**config.mk**
```make
export PLATFORM = sky130hd
export DESIGN_NAME = stbc_encoder
export DESIGN_NICKNAME = d
export VERILOG_FILES = /design/src/rtl/stbc_encoder.sv
export SDC_FILE = /design/constraint.sdc
export NUM_CORES = 1
export LEC_CHECK = 0
export CELL_PAD_IN_SITES_DETAIL_PLACEMENT = 1
export CELL_PAD_IN_SITES_GLOBAL_PLACEMENT = 1
export CORE_ASPECT_RATIO = 1.25
export CORE_MARGIN = 2
export CORE_UTILIZATION = 48
export CTS_CLUSTER_SIZE = 30
export DETAILED_ROUTE_END_ITERATION = 16
export PLACE_DENSITY_LB_ADDON = 0.08
export SLEW_MARGIN = 30
export SYNTH_ARGS = -nofsm -noshare
export SYNTH_HDL_FRONTEND = slang
export SYNTH_SLANG_ARGS = --single-unit
```
**constraint.sdc**
```tcl
create_clock -name clk -period 6.8 [get_ports clk]
set_input_delay 0.68 -clock clk [delete_from_list [all_inputs] [get_ports clk]]
set_output_delay 0.68 -clock clk [all_outputs]
set_load 0.02 [all_outputs]
```
**src/rtl/stbc_encoder.sv**
```systemverilog
// stbc_encoder
//   2x2 Alamouti space-time block encoder. Each accepted input block carries
//   two complex symbols s1 = xI1 + j*xQ1 and s2 = xI2 + j*xQ2. The block is
//   emitted as two output slots:
//     slot 0 : ant0 = s1,          ant1 = s2
//     slot 1 : ant0 = -conj(s2),   ant1 = conj(s1)
//   Negation saturates, so the most negative value maps to the most positive.
//   Input blocks go into a 2-entry FIFO. A block is popped only on the slot-1
//   handshake, so the head block stays stable across both of its slots.
//
//   Optional feature (macro STBC_TX_NORM_EN): every output sample is scaled by
//   K = 2^Q/sqrt(2). The scaling is applied after negation and does not change
//   the latency.
//
// Parameters
//   N         sample word width (signed two's complement)
//   Q         number of fractional bits
// Ports
//   clk       clock; all state updates on the rising edge
//   rstn      asynchronous active-low reset
//   in_valid  / in_ready   input block handshake
//   xI1, xQ1, xI2, xQ2     input symbol block (signed Q-format)
//   out_valid / out_ready  output slot handshake
//   out_slot              0 = first slot, 1 = second slot of the codeword
//   a0_r, a0_i, a1_r, a1_i antenna 0 / antenna 1 complex samples
//   blk_done              high during the slot-1 handshake cycle
module stbc_encoder #(
  parameter int N = 32,
  parameter int Q = 22
) (
  input  logic         clk,
  input  logic         rstn,
  input  logic         in_valid,
  output logic         in_ready,
  input  logic [N-1:0] xI1,
  input  logic [N-1:0] xQ1,
  input  logic [N-1:0] xI2,
  input  logic [N-1:0] xQ2,
  output logic         out_valid,
  input  logic         out_ready,
  output logic         out_slot,
  output logic [N-1:0] a0_r,
  output logic [N-1:0] a0_i,
  output logic [N-1:0] a1_r,
  output logic [N-1:0] a1_i,
  output logic         blk_done
);

  typedef struct packed {
    logic [N-1:0] i1;
    logic [N-1:0] q1;
    logic [N-1:0] i2;
    logic [N-1:0] q2;
  } blk_t;

  typedef enum logic [1:0] {IDLE, SLOT0, SLOT1} state_t;

`ifdef STBC_TX_NORM_EN
  localparam bit NormEn = 1'b1;
`else
  localparam bit NormEn = 1'b0;
`endif

  // 2^Q/sqrt(2) truncated to an integer; this is 2965820 at Q=22.
  localparam real KReal = real'(64'd1 << Q) / 1.4142135623730951;
  localparam int  KInt  = $rtoi(KReal);
  localparam logic [2*N-1:0] KWide = (2*N)'(KInt);

  function automatic logic [N-1:0] neg_sat(input logic [N-1:0] x);
    logic [N-1:0] most_neg;
    most_neg = {1'b1, {(N-1){1'b0}}};
    return (x == most_neg) ? ~most_neg : -x;
  endfunction

  function automatic logic [N-1:0] scale(input logic [N-1:0] x);
    logic signed [2*N-1:0] prod;
    prod = $signed({{N{x[N-1]}}, x}) * $signed(KWide);
    return NormEn ? N'(prod >>> Q) : x;
  endfunction

  // ---------------------------------------------------------------- FIFO
  blk_t       mem [2];
  logic       wr_ptr;
  logic       rd_ptr;
  logic [1:0] count;
  state_t     state;

  blk_t in_blk;
  logic push;
  logic pop;

  assign in_blk   = {xI1, xQ1, xI2, xQ2};
  assign in_ready = (count != 2'd2);
  assign push     = in_valid && in_ready;
  assign pop      = (state == SLOT1) && out_ready;
  assign blk_done = out_valid && out_slot && out_ready;

  always_ff @(posedge clk or negedge rstn) begin
    if (!rstn) begin
      mem[0] <= '0;
      mem[1] <= '0;
      wr_ptr <= 1'b0;
      rd_ptr <= 1'b0;
      count  <= '0;
    end else begin
      if (push) begin
        mem[wr_ptr] <= in_blk;
        wr_ptr      <= ~wr_ptr;
      end
      if (pop) rd_ptr <= ~rd_ptr;
      case ({push, pop})
        2'b10:   count <= count + 2'd1;
        2'b01:   count <= count - 2'd1;
        default: count <= count;
      endcase
    end
  end

  // ------------------------------------------------------- slot datapath
  // On a slot-1 pop the next block is either the second FIFO entry, or the
  // block being pushed in the same cycle when only one entry was occupied.
  blk_t         head;
  blk_t         next_blk;
  blk_t         src0;
  logic         has_next;
  logic [N-1:0] s0_a0r, s0_a0i, s0_a1r, s0_a1i;
  logic [N-1:0] s1_a0r, s1_a0i, s1_a1r, s1_a1i;

  always_comb begin
    head     = mem[rd_ptr];
    has_next = (count == 2'd2) || push;
    next_blk = (count == 2'd2) ? mem[~rd_ptr] : in_blk;
    src0     = (state == SLOT1) ? next_blk : head;
    s0_a0r   = scale(src0.i1);
    s0_a0i   = scale(src0.q1);
    s0_a1r   = scale(src0.i2);
    s0_a1i   = scale(src0.q2);
    s1_a0r   = scale(neg_sat(head.i2));
    s1_a0i   = scale(head.q2);
    s1_a1r   = scale(head.i1);
    s1_a1i   = scale(neg_sat(head.q1));
  end

  // ----------------------------------------------------------------- FSM
  always_ff @(posedge clk or negedge rstn) begin
    if (!rstn) begin
      state     <= IDLE;
      out_valid <= 1'b0;
      out_slot  <= 1'b0;
      a0_r      <= '0;
      a0_i      <= '0;
      a1_r      <= '0;
      a1_i      <= '0;
    end else begin
      case (state)
        IDLE: begin
          if (count != 2'd0) begin
            state     <= SLOT0;
            out_valid <= 1'b1;
            out_slot  <= 1'b0;
            a0_r      <= s0_a0r;
            a0_i      <= s0_a0i;
            a1_r      <= s0_a1r;
            a1_i      <= s0_a1i;
          end
        end
        SLOT0: begin
          if (out_ready) begin
            state    <= SLOT1;
            out_slot <= 1'b1;
            a0_r     <= s1_a0r;
            a0_i     <= s1_a0i;
            a1_r     <= s1_a1r;
            a1_i     <= s1_a1i;
          end
        end
        SLOT1: begin
          if (out_ready) begin
            if (has_next) begin
              state    <= SLOT0;
              out_slot <= 1'b0;
              a0_r     <= s0_a0r;
              a0_i     <= s0_a0i;
              a1_r     <= s0_a1r;
              a1_i     <= s0_a1i;
            end else begin
              state     <= IDLE;
              out_valid <= 1'b0;
              out_slot  <= 1'b0;
            end
          end
        end
        default: begin
          state     <= IDLE;
          out_valid <= 1'b0;
          out_slot  <= 1'b0;
        end
      endcase
    end
  end

endmodule

```
# [After elaboration in Yosys (flattened, before gate mapping)]
# Index checks and enable logic that the tools add are counted.
[totals] regBits=392 inputBits=132 output_inout_bits=132 elab_cells=105
[classes] bitwise=6 n_eq_ne=13 n_addsub=4 order_cmp=4 n_mux=47 reduce_logical=13
[ops] cell="2-to-1 mux 128 bit" count=9
[ops] cell="2-to-1 mux 32 bit" count=18
[ops] cell="one-hot mux 32 bit (3 select lines)" count=4
[ops] cell="bitwise mux 256 bit" count=1
[ops] cell="demux 128 bit (select 1 bit)" count=1
[ops] cell="equality test 32 bit, second input constant" count=2
[ops] cell="negator 32 bit" count=2
[ops] cell="inequality test 2 bit, second input constant" count=6
[ops] cell="2-to-1 mux 1 bit" count=7
[ops] cell="equality test 2 bit, second input constant" count=3
[ops] cell=">= comparator 2 bit, second input constant" count=3
[ops] cell="2-to-1 mux 2 bit" count=3
[ops] cell="NOT 1 -> 2 bit" count=3
[ops] cell="one-hot mux 1 bit (3 select lines)" count=2
[ops] cell="one-hot mux 2 bit (3 select lines)" count=1
[ops] cell="logical AND 1 bit" count=5
[ops] cell="AND reduction 5 bit" count=1
[ops] cell="equality test 2 x 1 -> 1 bit, second input constant" count=2
[ops] cell="one-hot mux 2 bit (2 select lines)" count=1
[ops] cell="AND reduction 4 bit" count=1
[ops] cell="nonzero test 2 bit" count=2
[ops] cell="NOT 1 bit" count=3
[ops] cell="AND reduction 3 bit" count=1
[ops] cell="nonzero test 3 bit" count=1
[ops] cell="5 further kinds" count=5

# [Depth between registers and ports, before layout]
[depth] depth_word=10 mapped_depth=16 mapped_depth_nobuf=8

# [Worst setup path before layout]
# No wires, ideal clock.
[synth_timing] path_type="register -> register" from="register rd_ptr" to="register a1_i[30]" synth_period_minus_slack_ps=3863 required_time_ps=6706 path_stages_with_launch=17 arrival_ps=3769 setup_time_ps=94 setup_slack_ps=2937 n_path_buf=9 path_cell_list="dfrtp_1 clkbuf_1 buf_4 buf_2 buf_2 buf_2 buf_2 buf_2 mux2i_1 ha_1 o211ai_1 nor4_4 a31o_2 buf_4 nor2_1 buf_2 a211oi_1"
[synth_via] elab_chain_cells=10 word_cells_on_any_way=19 classes_between="1 x add/sub; 1 x eq/ne; 14 x mux; 3 x bitwise"
[synth_rtl] item="start: declaration" line="84" rtl="logic rd_ptr;"
[synth_rtl] item="start signal: assignment" line="110" rtl="if (pop) rd_ptr <= ~rd_ptr;"
[synth_rtl] item="parallel branches: the longest is 9 deep, another holds negator 32 bit"
[synth_rtl] item="one-hot mux 32 bit (3 select lines) (*)" line="155" rtl="case (state)"
[synth_rtl] item="end signal: assignment" line="164" rtl="a1_i <= s0_a1i;"
[synth_rtl] item="end signal: assignment" line="174" rtl="a1_i <= s1_a1i;"
[synth_rtl] item="end signal: assignment" line="185" rtl="a1_i <= s0_a1i;"
[synth_rtl] item="end: declaration" line="45" rtl="output logic [N-1:0] a1_i,"
# Every way passes the cells marked *. The select of a mux whose other input is x is not followed.
# A chain may end at the register's enable or synchronous reset.

# [Worst setup path in the final report]
[layout_timing] from="register rd_ptr" to="register a1_i[28]"
# Same word-level chain as after synthesis.

==> reports/qor.csv <==
metric,value,unit
clock-skew-final,0.0159,ns
yosys_warnings,0,
hold_path.class,primary input to async pin,
ys_seq_elements,392,
grt_pass1_vias,21100,
peakVddDrop,0.490,mV
async_flop_share,100,%
timing.final.crit_share,63.6,%
diodes,0,
power_density,622,nW/um^2
final_common_cell,dfrtp_1,
start_util,48.5,%
clock.fmax,231,MHz
worst_ep_arrival_time,4.80,ns
wire_per_inst,26.9,um
clkLatencyLatePin,0.57,ns
cts_hold_buf,0,
drt_iter0_markers,1230,
rows,89,
core-area,47100,um^2
synth.cell_area,22800,um^2
outcome,completed,
rsz0062_at_grt,no,
drv_cap,0,
post_dp_cell_area,25900,um^2
maxSlewHeadroom,33.6,%
tns,0,ns
grt_max_degree,156,
globalplace.congestion,0.905,
cts_buffer_depth,3,
antenna_left,0,
numCtsBuffers,43,
post-cts-setup-buffer-count,0,
cts-resized-gates,0,
drive_gt1_share,16.8,%
cts_htree_levels,2,
rr_startpoint,rd_ptr,
yosysUniqueCellTypes,66,
synthesis.nets,2418,
die_h,248,um
cts.clk_slew.worst_paths,0.06,ns
hold_viol,0,
synth_ff_type,dfrtp_1,
worstSetupStartpointType,flip-flop,
drc_errors,0,
via_count,19700,
setup.worst_path.start,rd_ptr,
via_per_inst,6.37,
grt_usage,33.8,%
worstSetupPathType,flip-flop to flip-flop,
wirelength,83300,um
postSynthAreaPerCell,10.0,um^2
io-pin-count,264,
first_pass_iters,7,
ys_seq_area_share,42.9,%
post-route-cell-area,27400,um^2
hpwl,57000,um
cts_tree,yes,
dieArea,49400,um^2
grt_pass1_wl,126000,um
portBuffers,263,
min_period,4.33,ns
setup_violations,0,
synth_cells,2283,
worst_slew_pin_slew,0.994,ns
nets,2565,
synth_edf_count,0,
slew_violations,0,
required,7.27,ns
most-common-layout-cells,"dfrtp_1 (389), mux2_2 (291), clkdlybuf4s50_1 (262)",
p_leak,10.9,nW
end_kind,flip-flop,
grt-ovfl-total,0,
critPathMaxFanout,95,
cts_sinks,392,
root_buffer,clkbuf_16,
syn_to_final_growth,19.7,%
die_w,199,um
antenna_found_initial,0,
## logic make-up after synthesis
logic type | after synthesis | share of synthesized area [%]
AOI/OAI and AO/OA | 637 | 18.2
xor gates and xnor gates | 55 | 2.11
adders and majority gates | 3 | 0.164
buffers and inverters | 204 | 3.60
DFF | 392 | 42.9
muxes | 471 | 22.2
and+or+nand+nor | 521 | 10.7
## flip-flops by register name, summed over array words and instances (netlist names), 2 cells and up
register,cells
a0_r,32
count,2
a0_i,32
mem,256
a1_r,32
state,2
a1_i,32
## report_power, final
| group | leakage, nW | internal (mW) | switching (mW) |
|---|---|---|---|
| Sequential | 4.60 | 3.60 | 1.41 |
| Clock | 0.665 | 1.39 | 0.971 |
| Combinational | 5.67 | 4.02 | 5.62 |
| Total | 10.9 | 9.01 | 8.00 |
## critical path, cell delays in order (launching register included)
cell,delay (ns)
dfrtp_4,0.87
buf_12,0.43
or4b_2,0.65
a211o_1,0.37
nor3_1,0.25
buf_4,0.22
a31o_2,0.53
nor2_1,0.38
a211oi_1,0.31
## through the flow
stage | setup WS, ns | total power [mW] | util [%] | instances | hold slack (ns)
finish | 2.47 | 17.0 | 58.1 | 3093 | 0.0979
global route | 2.28 | 18.0 | 58.1 | 3093 | 0.125
CTS | 2.47 | 17.0 | 57.9 | 3091 | 0.118
detailed placement | 2.56 | 14.5 | 55.0 | 3020 | 0.468
global placement | 2.54 | 14.1 | 55.0 | 3020 | 0.461
floorplan | 2.94 | 10.9 | - | 2283 | 0.384
## final timing paths
kind	slack (ns)	endpoint	depth (start not counted)
max in group asynchronous	5.32	state[0]	2
min	0.1	a0_i[9]	1
min in group clk	0.48	a0_i[6]	1
max reg2reg	2.47	a1_i[28]	8
min reg2reg	0.48	a0_i[6]	1
max	2.47	a1_i[28]	8
## metal layers
| layer | up-vias | GRT usage, % | share of wire, % |
|---|---|---|---|
| li1 | 8797 | - | - |
| met1 | 10100 | 37.2 | 37 |
| met2 | 549 | 60.9 | 52 |
| met3 | 225 | 3.80 | 3.8 |
| met4 | 0 | 22.7 | 7.4 |
| met5 | - | 0 | 0 |
## final cells by class
class                           instances  area (um^2)
Fill cell                            5046        19800
Timing Repair Buffer                  297         3000
Clock inverter                          4         97.6
Sequential cell                       392         9820
Clock buffer                           67         1280
Inverter                                9         33.8
Tap cell                              637          797
Multi-Input combinational cell       1687        12300
## synthesized netlist by cell type, types with 3 or more instances
cell type  number  area [um^2]
nor3b_1        12         90.1
buf_1          21         78.8
dfrtp_1       392         9810
o311ai_0        7         61.3
a221oi_1       50          438
nor4_1         15         93.8
a21o_1          8         60.1
ha_1            3         37.5
a2111oi_0      10         87.6
nand2_1       174          653
o221ai_1       32          280
nand4_1         5         31.3
o31ai_1        11         82.6
and3_1          6         37.5
a31o_2          3         26.3
a31oi_1         8         50.1
nor4b_1         8         70.1
and3b_1         3         26.3
or3_1          11         68.8
nand3b_1        6         45.0
a211oi_1       54          405
and2_1         15         93.8
xnor2_1        36          315
nor2_1        171          642
o21a_1         12         90.1
mux2i_1       180         1800
nor3_1         45          225
mux2_2        291         3280
or4_1           5         37.5
nor2b_1        16          100
clkbuf_1      133          499
o22ai_1        35          219
o211ai_1       61          458
o21ai_0       160          801
a22o_1         16          140
nand3_1         8         40.0
buf_2          39          195
a22oi_1        10         75.1
inv_1           7         26.3
nand2b_1        6         37.5
a21oi_1       141          706
xor2_1         19          166
a311oi_1        4         35.0
a221o_1         6         60.1
Power figures use the tool's default switching activity.
